**src/rtl/cpu_pkg.sv**
```systemverilog
// cpu_pkg: shared defaults and ALU encodings for the simple-CPU datapath.
// Holds the default word width and register count, the 74181 function-select
// constants used by control, and the arithmetic/logic mode encoding.
package cpu_pkg;

  localparam int unsigned DEF_DATA_WIDTH = 16;
  localparam int unsigned DEF_NUM_REGS   = 8;

  // 74181 function selects (S3..S0). Arithmetic meanings apply with M=0,
  // logic meanings with M=1; some codes are shared between the two columns.
  localparam logic [3:0] ALU_PASS = 4'b0000;  // A + cin
  localparam logic [3:0] ALU_ADD  = 4'b1001;  // A + B + cin
  localparam logic [3:0] ALU_SUB  = 4'b0110;  // A - B - 1 + cin
  localparam logic [3:0] ALU_DBL  = 4'b1100;  // A + A + cin
  localparam logic [3:0] ALU_DEC  = 4'b0011;  // -1 + cin
  localparam logic [3:0] LOG_NOTA = 4'b0000;  // ~A
  localparam logic [3:0] LOG_XOR  = 4'b0110;  // A ^ B
  localparam logic [3:0] LOG_AND  = 4'b1011;  // A & B
  localparam logic [3:0] LOG_ONES = 4'b1100;  // all ones
  localparam logic [3:0] LOG_OR   = 4'b1110;  // A | B
  localparam logic [3:0] LOG_A    = 4'b1111;  // A

  // 74181 M input
  typedef enum logic {
    ARITH = 1'b0,
    LOGIC = 1'b1
  } alu_mode_e;

  // Per-slice lookahead terms, active-high, as consumed by 74182-style combining.
  typedef struct packed {
    logic p;
    logic g;
  } slice_pg_t;

  // Fold slice propagate/generate terms, LSB slice first, into one group term.
  function automatic slice_pg_t pg_combine(input slice_pg_t hi, input slice_pg_t lo);
    slice_pg_t r;
    r.p = hi.p & lo.p;
    r.g = hi.g | (hi.p & lo.g);
    return r;
  endfunction

endpackage

```
**src/rtl/cpu_top_alu181_slice.sv**
```systemverilog
// alu181_slice: 4-bit 74181 equivalent with active-high data.
//   a, b   : operands
//   s      : function select S3..S0
//   m      : 0 = arithmetic, 1 = logic
//   cn_n   : carry in, active-low (74181 Cn)
//   f      : function output
//   cn4_n  : carry out, active-low (74181 Cn+4)
//   p_n    : slice propagate, active-low
//   g_n    : slice generate, active-low
//   aeqb   : high when F is all ones
module alu181_slice
  import cpu_pkg::*;
(
  input  logic [3:0] a,
  input  logic [3:0] b,
  input  logic [3:0] s,
  input  logic       m,
  input  logic       cn_n,
  output logic [3:0] f,
  output logic       cn4_n,
  output logic       p_n,
  output logic       g_n,
  output logic       aeqb
);

  logic [3:0] prop;  // per-bit propagate: A | B&S0 | ~B&S1
  logic [3:0] gen;   // per-bit generate:  A&B&S3 | A&~B&S2 (always implies prop)
  logic [3:0] half;
  logic [4:0] carry;

  // Each bit computes prop + gen + carry; gen implies prop, so the half-sum
  // is prop ^ gen. Logic mode uses the inverted half-sum with carries ignored.
  always_comb begin
    prop  = a | (b & {4{s[0]}}) | (~b & {4{s[1]}});
    gen   = (a & b & {4{s[3]}}) | (a & ~b & {4{s[2]}});
    half  = prop ^ gen;
    carry = '0;
    carry[0] = ~cn_n;
    for (int unsigned i = 0; i < 4; i++) begin
      carry[i+1] = gen[i] | (prop[i] & carry[i]);
    end
    f     = m ? ~half : (half ^ carry[3:0]);
    cn4_n = ~carry[4];
    p_n   = ~(&prop);
    g_n   = ~(gen[3]
            | (prop[3] & gen[2])
            | (prop[3] & prop[2] & gen[1])
            | (prop[3] & prop[2] & prop[1] & gen[0]));
    aeqb  = &f;
  end

endmodule

```
**src/rtl/cpu_top.sv**
```systemverilog
// cpu_top: simple-CPU datapath. An NUM_REGS x DATA_WIDTH register file with
// two combinational read ports and one synchronous write port feeds a
// ripple-carry ALU built from 74181-style 4-bit slices.
//   clk, reset           : clock; synchronous active-low reset clears all registers
//   reg_write_*          : write strobe / address / data
//   reg_read_addr1/2     : read addresses; port 1 is always ALU operand A
//   alu_comm, alu_mode   : 74181 S3..S0 and M
//   alu_cin              : active-high carry in
//   b_source_sel         : 0 = B from read port 2, 1 = B from alu_b_imm
//   reg_read_data1/2     : read port data
//   alu_result, alu_cout : ALU F and active-high carry out
//   alu_nbo, alu_ngo     : active-low group propagate / generate
module cpu_top
  import cpu_pkg::*;
#(
  parameter int unsigned DATA_WIDTH = DEF_DATA_WIDTH,
  parameter int unsigned NUM_REGS   = DEF_NUM_REGS,
  parameter int unsigned ADDR_WIDTH = $clog2(NUM_REGS)
) (
  input  logic                  clk,
  input  logic                  reset,
  input  logic                  reg_write_enable,
  input  logic [ADDR_WIDTH-1:0] reg_write_addr,
  input  logic [DATA_WIDTH-1:0] reg_write_data,
  input  logic [ADDR_WIDTH-1:0] reg_read_addr1,
  input  logic [ADDR_WIDTH-1:0] reg_read_addr2,
  input  logic [3:0]            alu_comm,
  input  logic                  alu_mode,
  input  logic                  alu_cin,
  input  logic                  b_source_sel,
  input  logic [DATA_WIDTH-1:0] alu_b_imm,
  output logic [DATA_WIDTH-1:0] reg_read_data1,
  output logic [DATA_WIDTH-1:0] reg_read_data2,
  output logic [DATA_WIDTH-1:0] alu_result,
  output logic                  alu_cout,
  output logic                  alu_nbo,
  output logic                  alu_ngo
);

  localparam int unsigned NUM_SLICES = DATA_WIDTH / 4;

  // ---------------------------------------------------------------------------
  // Register file
  // ---------------------------------------------------------------------------
  logic [DATA_WIDTH-1:0] regs_q [NUM_REGS];
  logic [DATA_WIDTH-1:0] regs_d [NUM_REGS];

  // Address decode by equality against each index, so addresses at or above
  // NUM_REGS match nothing: writes drop and reads return zero.
  always_comb begin
    for (int unsigned i = 0; i < NUM_REGS; i++) begin
      regs_d[i] = regs_q[i];
      if (reg_write_enable && (reg_write_addr == ADDR_WIDTH'(i))) begin
        regs_d[i] = reg_write_data;
      end
    end
  end

  always_ff @(posedge clk) begin
    if (!reset) begin
      for (int unsigned i = 0; i < NUM_REGS; i++) begin
        regs_q[i] <= '0;
      end
    end else begin
      for (int unsigned i = 0; i < NUM_REGS; i++) begin
        regs_q[i] <= regs_d[i];
      end
    end
  end

  always_comb begin
    reg_read_data1 = '0;
    reg_read_data2 = '0;
    for (int unsigned i = 0; i < NUM_REGS; i++) begin
      if (reg_read_addr1 == ADDR_WIDTH'(i)) reg_read_data1 = regs_q[i];
      if (reg_read_addr2 == ADDR_WIDTH'(i)) reg_read_data2 = regs_q[i];
    end
  end

  // ---------------------------------------------------------------------------
  // ALU
  // ---------------------------------------------------------------------------
  logic [DATA_WIDTH-1:0] alu_a;
  logic [DATA_WIDTH-1:0] alu_b;
  logic [NUM_SLICES-1:0] slice_p_n;
  logic [NUM_SLICES-1:0] slice_g_n;
  logic [NUM_SLICES-1:0] slice_aeqb_unused;
  logic                  top_cn4_n;

  always_comb begin
    alu_a = reg_read_data1;
    alu_b = b_source_sel ? alu_b_imm : reg_read_data2;
  end

  // The ripple chain is carried through per-block signals rather than one
  // shared vector so that no net feeds back into itself.
  for (genvar gi = 0; gi < NUM_SLICES; gi++) begin : g_slice
    logic cn_in_n;
    logic cn_out_n;

    if (gi == 0) begin : g_first
      assign cn_in_n = ~alu_cin;
    end else begin : g_chain
      assign cn_in_n = g_slice[gi-1].cn_out_n;
    end

    alu181_slice u_slice (
      .a     (alu_a[gi*4 +: 4]),
      .b     (alu_b[gi*4 +: 4]),
      .s     (alu_comm),
      .m     (alu_mode),
      .cn_n  (cn_in_n),
      .f     (alu_result[gi*4 +: 4]),
      .cn4_n (cn_out_n),
      .p_n   (slice_p_n[gi]),
      .g_n   (slice_g_n[gi]),
      .aeqb  (slice_aeqb_unused[gi])
    );
  end

  assign top_cn4_n = g_slice[NUM_SLICES-1].cn_out_n;

  // 74182-style group terms across every slice; suppressed in logic mode.
  always_comb begin
    slice_pg_t grp;
    slice_pg_t cur;
    grp.p = 1'b1;
    grp.g = 1'b0;
    for (int unsigned i = 0; i < NUM_SLICES; i++) begin
      cur.p = ~slice_p_n[i];
      cur.g = ~slice_g_n[i];
      grp   = pg_combine(cur, grp);
    end
    if (alu_mode == LOGIC) begin
      alu_cout = 1'b0;
      alu_nbo  = 1'b1;
      alu_ngo  = 1'b1;
    end else begin
      alu_cout = ~top_cn4_n;
      alu_nbo  = ~grp.p;
      alu_ngo  = ~grp.g;
    end
  end

endmodule

```
**config.mk**
```make
export PLATFORM = sky130hd
export DESIGN_NAME = cpu_top
export DESIGN_NICKNAME = d
export VERILOG_FILES = /design/src/rtl/cpu_pkg.sv /design/src/rtl/cpu_top_alu181_slice.sv /design/src/rtl/cpu_top.sv
export SDC_FILE = /design/constraint.sdc
export NUM_CORES = 1
export LEC_CHECK = 0
export BUFFER_PORTS_ARGS = -buffer_cell sky130_fd_sc_hd__buf_4
export CAP_MARGIN = 0
export CORE_UTILIZATION = 54
export DETAILED_ROUTE_END_ITERATION = 8
export PLACE_DENSITY = 0.78
export REMOVE_ABC_BUFFERS = 1
export SLEW_MARGIN = 20
export SYNTH_ARGS = -nofsm -noshare
export SYNTH_HDL_FRONTEND = slang
export SYNTH_SLANG_ARGS = --single-unit
```
**constraint.sdc**
```tcl
create_clock -name clk -period 3.2 [get_ports clk]
set_input_delay 0.48 -clock clk [delete_from_list [all_inputs] [get_ports clk]]
set_output_delay 0.48 -clock clk [all_outputs]
set_load 0.05 [all_outputs]
```
Word-level counts from Yosys, hierarchy flattened

Memory sizes are Yosys's and may differ from the RTL's.
Cells that the tools add are included.

Equal/unequal tests: 21
Mux-type cells: 42
Bitwise operators: 135
Reduce and logical (&&, ||, !) cells: 15

Operators by type and width:

| kind                                                 | count |
|---|---|
| 2-to-1 mux 16 bit                                    | 33 |
| bitwise AND 4 bit                                    | 24 |
| OR 4 bit                                             | 12 |
| bitwise AND 1 bit                                    | 42 |
| OR 1 bit                                             | 39 |
| equality test 3 bit (second input constant)          | 12 |
| NOT 4 bit                                            | 8 |
| XOR 4 bit                                            | 8 |
| equality test 3 x 2 -> 1 bit (second input constant) | 6 |
| 2-to-1 mux 4 bit                                     | 4 |
| AND reduction 4 bit                                  | 4 |
| equality test 3 x 1 -> 1 bit (second input constant) | 3 |
| logical NOT 3 bit                                    | 3 |
| logical AND 1 bit                                    | 8 |
| 2-to-1 mux 1 bit                                     | 5 |
| NOT 1 bit                                            | 2 |

Flip-flop bits (word level): 0
Memory bits (writable): 128
Input port bits: 51
Output and inout bits: 51
Word-level logic and storage cells: 214
Memories kept: 1

Memory list:

| memory | words | bits a word | read ports | clocked after Yosys merged registers in | wr ports | RTL line      | RTL |
|---|---|---|---|---|---|---|---|
| regs_q | 8     | 16          | 8          | 0                                       | 8        | cpu_top.sv:45 | `logic [DATA_WIDTH-1:0] regs_q [NUM_REGS];` |

Logic depth before layout (Yosys ltp)

Gate-level depths: netlist (run 1).

Word-level depth: 46
Depth in mapped cells: 15

By module

A second synthesis (run 1) with hierarchy kept.

Cells, all modules: 1,163
Area total of the unflattened synthesis: 9,029.9 um2

Modules (own cells, without submodules):

| module       | instances | cells an instance | area each (um2) |
|---|---|---|---|
| cpu_top      | 1         | 971               | 7,578.5 |
| alu181_slice | 4         | 48                | 362.8 |

Worst setup path before layout (run 1)

OpenSTA, ideal clock, no wires.

Kind: input to output
From: input port reg_read_addr2[0]
To: output port alu_ngo
Arrival time: 4,210 ps
Data required time: 2,720 ps
Setup slack: -1,490 ps
Stages: 14
Buffers on the path: 4
Cell sequence: buf_6 buf_4 buf_4 buf_2 nand3_1 a32oi_1 mux2i_1 mux2i_1 nor2_1 nor2_1 o21ai_0 a21oi_1 nor2_1 nor3_1

Elaborated cells on any way between the ends: 100

RTL lines:

| element                         | RTL line                                               | RTL |
|---|---|---|
| start, declared                 | cpu_top.sv:26                                          | `input logic [ADDR_WIDTH-1:0] reg_read_addr2,` |
| logical NOT 3 bit               | cpu_top.sv:76                                          | `if (reg_read_addr2 == ADDR_WIDTH'(i)) reg_read_data2 = regs_q[i];` |
| 2-to-1 mux 16 bit (7 in series) | cpu_top.sv:76                                          |  |
| 2-to-1 mux 16 bit *             | cpu_top.sv:76                                          |  |
| named net reg_read_data2[9]     | cpu_top.sv:33                                          | `output logic [DATA_WIDTH-1:0] reg_read_data2,` |
| 2-to-1 mux 16 bit *             | cpu_top.sv:92                                          | `alu_b = b_source_sel ? alu_b_imm : reg_read_data2;` |
| NOT 4 bit                       | cpu_top_alu181_slice.sv:34, cpu_top_alu181_slice.sv:35 |  |
| bitwise AND 4 bit (2 in series) | cpu_top_alu181_slice.sv:35                             | `gen = (a & b & {4{s[3]}}) \| (a & ~b & {4{s[2]}});` |
| OR 4 bit                        | cpu_top_alu181_slice.sv:35                             |  |
| bitwise AND 1 bit               | cpu_top_alu181_slice.sv:47                             | `\| (prop[3] & prop[2] & gen[1])` |
| OR 1 bit                        | cpu_top_alu181_slice.sv:47                             |  |
| OR 1 bit                        | cpu_top_alu181_slice.sv:48                             | `\| (prop[3] & prop[2] & prop[1] & gen[0]));` |
| OR 1 bit *                      | cpu_pkg.sv:39                                          | `r.g = hi.g \| (hi.p & lo.g);` |
| bitwise AND 1 bit *             | cpu_pkg.sv:39                                          |  |
| OR 1 bit *                      | cpu_pkg.sv:39                                          |  |
| NOT 1 bit *                     | cpu_top.sv:141                                         | `alu_ngo = ~grp.g;` |
| 2-to-1 mux 1 bit *              | cpu_top.sv:134                                         | `if (alu_mode == LOGIC) begin` |
| end, declared                   | cpu_top.sv:37                                          | `output logic alu_ngo` |

The timed path passes the listed nets; every way through them passes the cells marked *.

Final worst setup path (run 1)

From: input port reg_read_addr1[0]
To: output port alu_result[13]

Cells in the longest elaborated chain, start to end: 39
Elaborated cells on any way between the ends: 74

Ends and longest elaborated chain:

| element                                                     | RTL line                                               | RTL |
|---|---|---|
| start, declared                                             | cpu_top.sv:25                                          | `input logic [ADDR_WIDTH-1:0] reg_read_addr1,` |
| logical NOT 3 bit                                           | cpu_top.sv:75                                          | `if (reg_read_addr1 == ADDR_WIDTH'(i)) reg_read_data1 = regs_q[i];` |
| 2-to-1 mux 16 bit (7 in series)                             | cpu_top.sv:75                                          |  |
| 2-to-1 mux 16 bit *                                         | cpu_top.sv:75                                          |  |
| bitwise AND 4 bit or OR 4 bit (tied branches) (2 in series) | cpu_top_alu181_slice.sv:35, cpu_top_alu181_slice.sv:34 |  |
| OR 4 bit or bitwise AND 1 bit (tied branches)               | cpu_top_alu181_slice.sv:35, cpu_top_alu181_slice.sv:40 |  |
| OR 1 bit                                                    | cpu_top_alu181_slice.sv:40                             | `carry[i+1] = gen[i] \| (prop[i] & carry[i]);` |
| bitwise AND 1 bit                                           | cpu_top_alu181_slice.sv:40                             |  |
| OR 1 bit                                                    | cpu_top_alu181_slice.sv:40                             |  |
| [16 not listed]                                             | n/a                                                    |  |
| bitwise AND 1 bit                                           | cpu_top_alu181_slice.sv:40                             |  |
| OR 1 bit                                                    | cpu_top_alu181_slice.sv:40                             |  |
| bitwise AND 1 bit                                           | cpu_top_alu181_slice.sv:40                             |  |
| OR 1 bit                                                    | cpu_top_alu181_slice.sv:40                             |  |
| bitwise AND 1 bit                                           | cpu_top_alu181_slice.sv:40                             |  |
| OR 1 bit                                                    | cpu_top_alu181_slice.sv:40                             |  |
| XOR 4 bit                                                   | cpu_top_alu181_slice.sv:42                             | `f = m ? ~half : (half ^ carry[3:0]);` |
| 2-to-1 mux 4 bit *                                          | cpu_top_alu181_slice.sv:42                             |  |
| end, declared                                               | cpu_top.sv:34                                          | `output logic [DATA_WIDTH-1:0] alu_result,` |

Mark *: on every way between the ends. The rest lies on a longest branch, timed or not.

==> impl_metrics.toml, run 1 <==
[run_status]
outcome = "complete, but fails checks"
violations = "setup timing"

[sta]
worst_pin_slew_ps = 1100
setup_slack_ps = -815
tns_ps = -10810
period_share_pct = 125
max_slew_margin_pct = 26.8
fin_skew_ps = 0
hold_viol = 0
slew_violations = 0
period_needed_ps = 4020
rsz0062_at_grt = "yes"
setup_viol = 18
max_freq_mhz = 249

[floorplanning]
core_region_area_um2 = 15800
placementRows = 46
ios = 102
start_util_pct = 55.0
dieHeight_um = 129
die-area_um2 = 16600
die_width_um = 129

[critical_path]
crit_path_end_kind = "output port"
worstPathArrival_ps = 3540
startpoint_type = "input pin"
r2r_cells = 2
crit_type = "input pin to output port"
required_ps = 2720
critPathMaxFanout = 8

[synth]
synth_adder_area_share_pct = 0
synthSimpleGateAreaFrac_pct = 22.7
ys_seq_elements = 128
yosysSeqAreaShare_pct = 29.4
netlist_top_cells_area = "dfxtp_1 29%, nand2_1 14%, a21boi_0 11%"
yosysTopAreaCell = "dfxtp_1"
synth-compound-area-share_pct = 25.7
synth_ff_type = "dfxtp_1"
synth_area_um2 = 8710
synth_edf_count = 0
async_flop_share_pct = 0
synth_cell_types = 81
avgSynthCellArea_um2 = 7.76
synth-xor-area-share_pct = 1.51
synthMuxAreaShare_pct = 14.4
synth_top_family_by_area = "compound AO/OA/AOI/OAI gates"
syn_inst = 1123
yosysWarnings = 0
synth_top_area_share_pct = 29.4

[grt]
antenna_found_initial = 3
grt_pass1_vias = 10300
grt_max_degree = 129
grt_usage_pct = 43.1
grt_pass1_wl_mm = 54.0
overflow = 0

[power_and_ir_drop]
p_int_mw = 3.37
total_power_mw = 5.06
pwr-share-comb_pct = 30.3
pwr-share-seq_pct = 32.7
power_leakage_nw = 5.19
switching_share_pct = 33.5
power_density_nw_per_um2 = 407
switchingPower_mw = 1.70
ir_worst_vdd_mv = 0.397
pwr-share-clk_pct = 37.0

[cells_and_area]
syn2layout_area_growth_pct = 43.0
reg_top3 = "regs_q (128)"
layout_commonest_cell = "buf_4"
layout-drive-gt1-share_pct = 37.3
final_cell_mix = "332 x buf_4, 312 x nand2_1, 128 x a21boi_0"
nFillCells = 895
final_util_pct = 78.7
nets = 1465
largest_register_ffs = 128
regMostFlops = "regs_q"

[clock_network]
cts_tree = "done"
path_clk_slew_ps = 70
root_buffer = "clkbuf_16"
cts.sink_count = 128
clock_latency_ps = 430
h-tree-depth = 4
cts_buffers = 17
cts_hold_buf = 0
clockBufferDepth = 2

[detailed_routing]
viasPerCell = 6.58
routed_wl_mm = 38.1
final_antenna_net_count = 0
vias = 10800
drt_iter0_markers = 1401
routedWlPerCell_um = 23.2
drtPass1Iterations = 6
drcViolationCount = 0

[placement]
dp_hpwl_mm = 23.2
dpl_worst_slack_ps = -838
gp_congestion = 0.938
numPortBuffers = 101

[min_path]
min_path_cells = 3
hp-class = "input pin to flip-flop"

[flow_run]
drv_cap = 0
[power groups by stage]
stage / logic (mW) / clock network (mW) / registers [mW]
2_1_floorplan: 0.674 / 0 / 1.68
3_3_place_gp: 1.27 / 0 / 1.69
3_5_place_dp: 1.30 / 0 / 1.69
4_1_cts: 1.39 / 1.86 / 1.65
5_1_grt: 1.60 / 1.93 / 1.66
6_report: 1.54 / 1.87 / 1.66
[synth_stat cells (12+ instances only)]
| master | instances |
|---|---|
| inv_1 | 29 |
| nand2_1 | 318 |
| nor2_1 | 61 |
| mux2_2 | 13 |
| mux2i_1 | 48 |
| nor2b_1 | 17 |
| nand3_1 | 19 |
| a21boi_0 | 128 |
| xnor2_1 | 12 |
| nand2b_1 | 13 |
| clkbuf_1 | 47 |
| dfxtp_1 | 128 |
| a21oi_1 | 37 |
| o21ai_0 | 30 |
| clkbuf_2 | 15 |
| mux4_2 | 24 |
[per-layer routing]
layer	GRT usage (%)	wire length (µm)	vias to the layer above
li1	-	-	4499
met1	51.6	13200	4933
met2	67.9	16700	1052
met3	12.3	5400	327
met4	28.0	2860	4
met5	0	31	-
[critical path, stage by stage]
cell and delay, ps:
buf_4 220, nor2b_1 610, o2bb2ai_1 230, a22oi_2 170
inv_1 130, a211o_1 180, a21boi_4 210, buf_4 150
buf_4 120, nand3_1 100, a221oi_2 290, o21ai_1 140
xnor2_1 240, buf_4 250
[area by class of cell]
class	instances	area, µm²	share of cell area [%]
inverter	30	113	0.904
clock inverter	12	111	0.894
antenna	1	2.50	0.0201
sequential	128	2560	20.6
clock buffer	20	457	3.67
timing repair buffer	360	2880	23.1
multi-input combinational	877	6060	48.7
tap	216	270	2.17
[kinds of logic after synthesis]
group / after synthesis
compound gates: 302
xor+xnor: 15
buf+inv: 118
flops: 128
mux: 91
simple gates: 469
[per-stage QoR]
stage	instance area, µm²	hold WS (ps)	cells
CTS	12200	351	1636
global placement	11100	454	1588
finish	12500	355	1644
floorplan	8270	443	1035
detailed placement	11100	472	1588
global route	12500	358	1643
[worst paths after layout]
| path | startpoint | end | slack [ps] |
|---|---|---|---|
| min reg2reg | regs_q[1][5] | regs_q[1][5] | 480 |
| max reg2reg | regs_q[0][15] | regs_q[0][15] | 1700 |
| min | reg_write_data[15] | regs_q[1][47] | 350 |
| max | reg_read_addr1[0] | alu_result[13] | -820 |
[repair_timing]
item | 4_1_cts | 5_1_grt
resized for setup | 93 | 48
pin swaps | 44 | 21
hold endpoints to repair | 0 | 0
buffers inserted | 16 | 7
setup endpoints to repair | 18 | 19
Power figures use the tool's default switching activity.
==> run 2, diff against run 1 <==
--- a/config.mk
+++ b/config.mk
@@ -13,3 +13,3 @@
 export REMOVE_ABC_BUFFERS = 1
-export SLEW_MARGIN = 20
+export SLEW_MARGIN = 10
 export SYNTH_ARGS = -nofsm -noshare
==> constraint.sdc (replaced) <==
create_clock -name clk -period 3.2 [get_ports clk]
set_input_delay 0.16 -clock clk [delete_from_list [all_inputs] [get_ports clk]]
set_output_delay 0.16 -clock clk [all_outputs]
set_load 0.05 [all_outputs]
==> impl_metrics.toml, run 2 (synthesis gave the netlist of run 1 again) <==
[cells_and_area]
layout-drive-gt1-share_pct = 29.3
layout_commonest_cell = "nand2_1"
reg_top3 = "regs_q (128)"
largest_register_ffs = 128
final_cell_mix = "314 x nand2_1, 243 x buf_4, 128 x a21boi_0"
nets = 1359
syn2layout_area_growth_pct = 30.5
antennaDiodeCount = 0
regMostFlops = "regs_q"
post-route-cell-area_um2 = 11400

[floorplanning]
dieHeight_um = 129
start_util_pct = 55.0
die-area_um2 = 16600
die_width_um = 129
ios = 102
placementRows = 46
core_region_area_um2 = 15800

[sta]
fin_skew_ps = 0
slew_violations = 0
worst_pin_slew_ps = 1150
max_freq_mhz = 280
tns_ps = -3830
max_slew_margin_pct = 23.0
setup_slack_ps = -373
period_share_pct = 112
period_needed_ps = 3570
rsz0062_at_grt = "yes"
hold_viol = 0
setup_viol = 16

[critical_path]
startpoint_type = "flip-flop"
rrSetupSlack_ps = 2360
startpoint = "regs_q[0][23]"
required_ps = 3040
crit_type = "flip-flop to output port"
max_stage_delay_ps = 450
r2r_cells = 3
r2r_end = "regs_q[1][59]"
r2r-start = "regs_q[1][59]"
worstPathArrival_ps = 3410
crit_path_end_kind = "output port"
critPathMaxFanout = 4
crit_path_cell_trace = "mux4_2, mux2_4, o211a_1, a211o_1, a21boi_2, nand2_2, o21ai_2, a31oi_4, buf_4, nor2_1, nor3_1, xor2_1, buf_4"
cp-endpoint = "alu_result[9]"
critPathMostFrequentCell = "buf_4"
critPathSlowestCell = "mux4_2"

[power_and_ir_drop]
power_density_nw_per_um2 = 436
power_leakage_nw = 4.61
ir_worst_vdd_mv = 0.348
total_power_mw = 4.96

[clock_network]
cts.sink_count = 128
clockBufferDepth = 2
h-tree-depth = 4
cts_tree = "done"
cts_buffers = 17
path_clk_slew_ps = 60
root_buffer = "clkbuf_16"
clock_latency_ps = 430

[grt]
overflow = 0
grt_usage_pct = 39.0
grt_max_degree = 129
grt_pass1_wl_mm = 48.9
grt_pass1_vias = 9081
antenna_found_initial = 0

[placement]
numPortBuffers = 101
placed_area_um2 = 10400
gp_congestion = 0.997
dp_hpwl_mm = 21.8

[run_status]
outcome = "complete, but fails checks"
violations = "setup timing"

[detailed_routing]
viasPerCell = 6.22
final_antenna_net_count = 0
routed_wl_mm = 32.2
drt_iter0_markers = 1031
vias = 9557
routedWlPerCell_um = 20.9
drtPass1Iterations = 6
drcViolationCount = 0

[min_path]
worstHoldStart = "reg_write_data[15]"
hp-class = "input pin to flip-flop"

[flow_run]
drv_cap = 0
run 2: cell count changes in the layout (fill, tap and decap cells not counted), sizes merged:
cell	delta
clkinvlp	-3
clkinv	-1
clkbuf	+3
bufinv	+1
diode	-1
buf	-106
inv	-1
run 2: repair_timing:
action                     4_1_cts  5_1_grt
hold buffers                     0        0
pin swaps                       22       13
setup buffers                   12        7
setup endpoints to repair       16       18
resized for setup               52       22
run 2: power by group:
group          total [mW]  switching [mW]  internal [mW]
registers            1.66          0.0305           1.63
logic                1.34           0.799          0.540
clock network        1.96           0.736           1.22
run 2: worst min path at each step:
stage	endpoint	slack [ps]	cells after the start
3_5_place_dp	regs_q[1][5]	470	2
5_1_grt	regs_q[1][36]	50	3
3_3_place_gp	regs_q[1][29]	460	2
4_1_cts	regs_q[0][47]	30	3
6_report	regs_q[0][47]	30	3
2_1_floorplan	regs_q[0][0]	300	2
run 2: cell type report:
class                   instances  area (µm²)
clock buffers                  23         488
clock inverters                 8         105
fillers                      1210        4470
inverters                      30         113
multi-input cells             877        5840
flip-flops and latches        128        2570
well taps                     216         270
repair buffers                254        1980
run 2: metal layers:
| metal | up-vias | wire length (µm) | track usage, % | share of wire [%] |
|---|---|---|---|---|
| met1 | 4456 | 12500 | 50.2 | 39 |
| met3 | 139 | 3730 | 9.40 | 12 |
| met4 | 0 | 1320 | 19.5 | 4.1 |
| met5 | - | 0 | 0 | 0 |
| met2 | 681 | 14600 | 61.2 | 45 |
| li1 | 4281 | - | - | - |
run 2: critical path: cells and delay by family (launching register included):
| kind | cells | cell delay (ps) |
|---|---|---|
| AOI/OAI and AO/OA | 5 | 1020 |
| and+or+nand+nor | 3 | 330 |
| xor gates and xnor gates | 1 | 170 |
| DFF | 1 | 330 |
| buffers and inverters | 2 | 370 |
| muxes | 2 | 770 |
run 2: per-stage QoR:
stage	std cells	util (%)	hold WS (ps)	setup slack, ps
3_3_place_gp	1492	65.8	457	-149
3_5_place_dp	1492	65.8	467	-150
4_1_cts	1535	71.2	33.3	-278
5_1_grt	1536	71.8	47.1	-539
6_report	1536	71.8	33.9	-373
2_1_floorplan	1035	-	305	-669
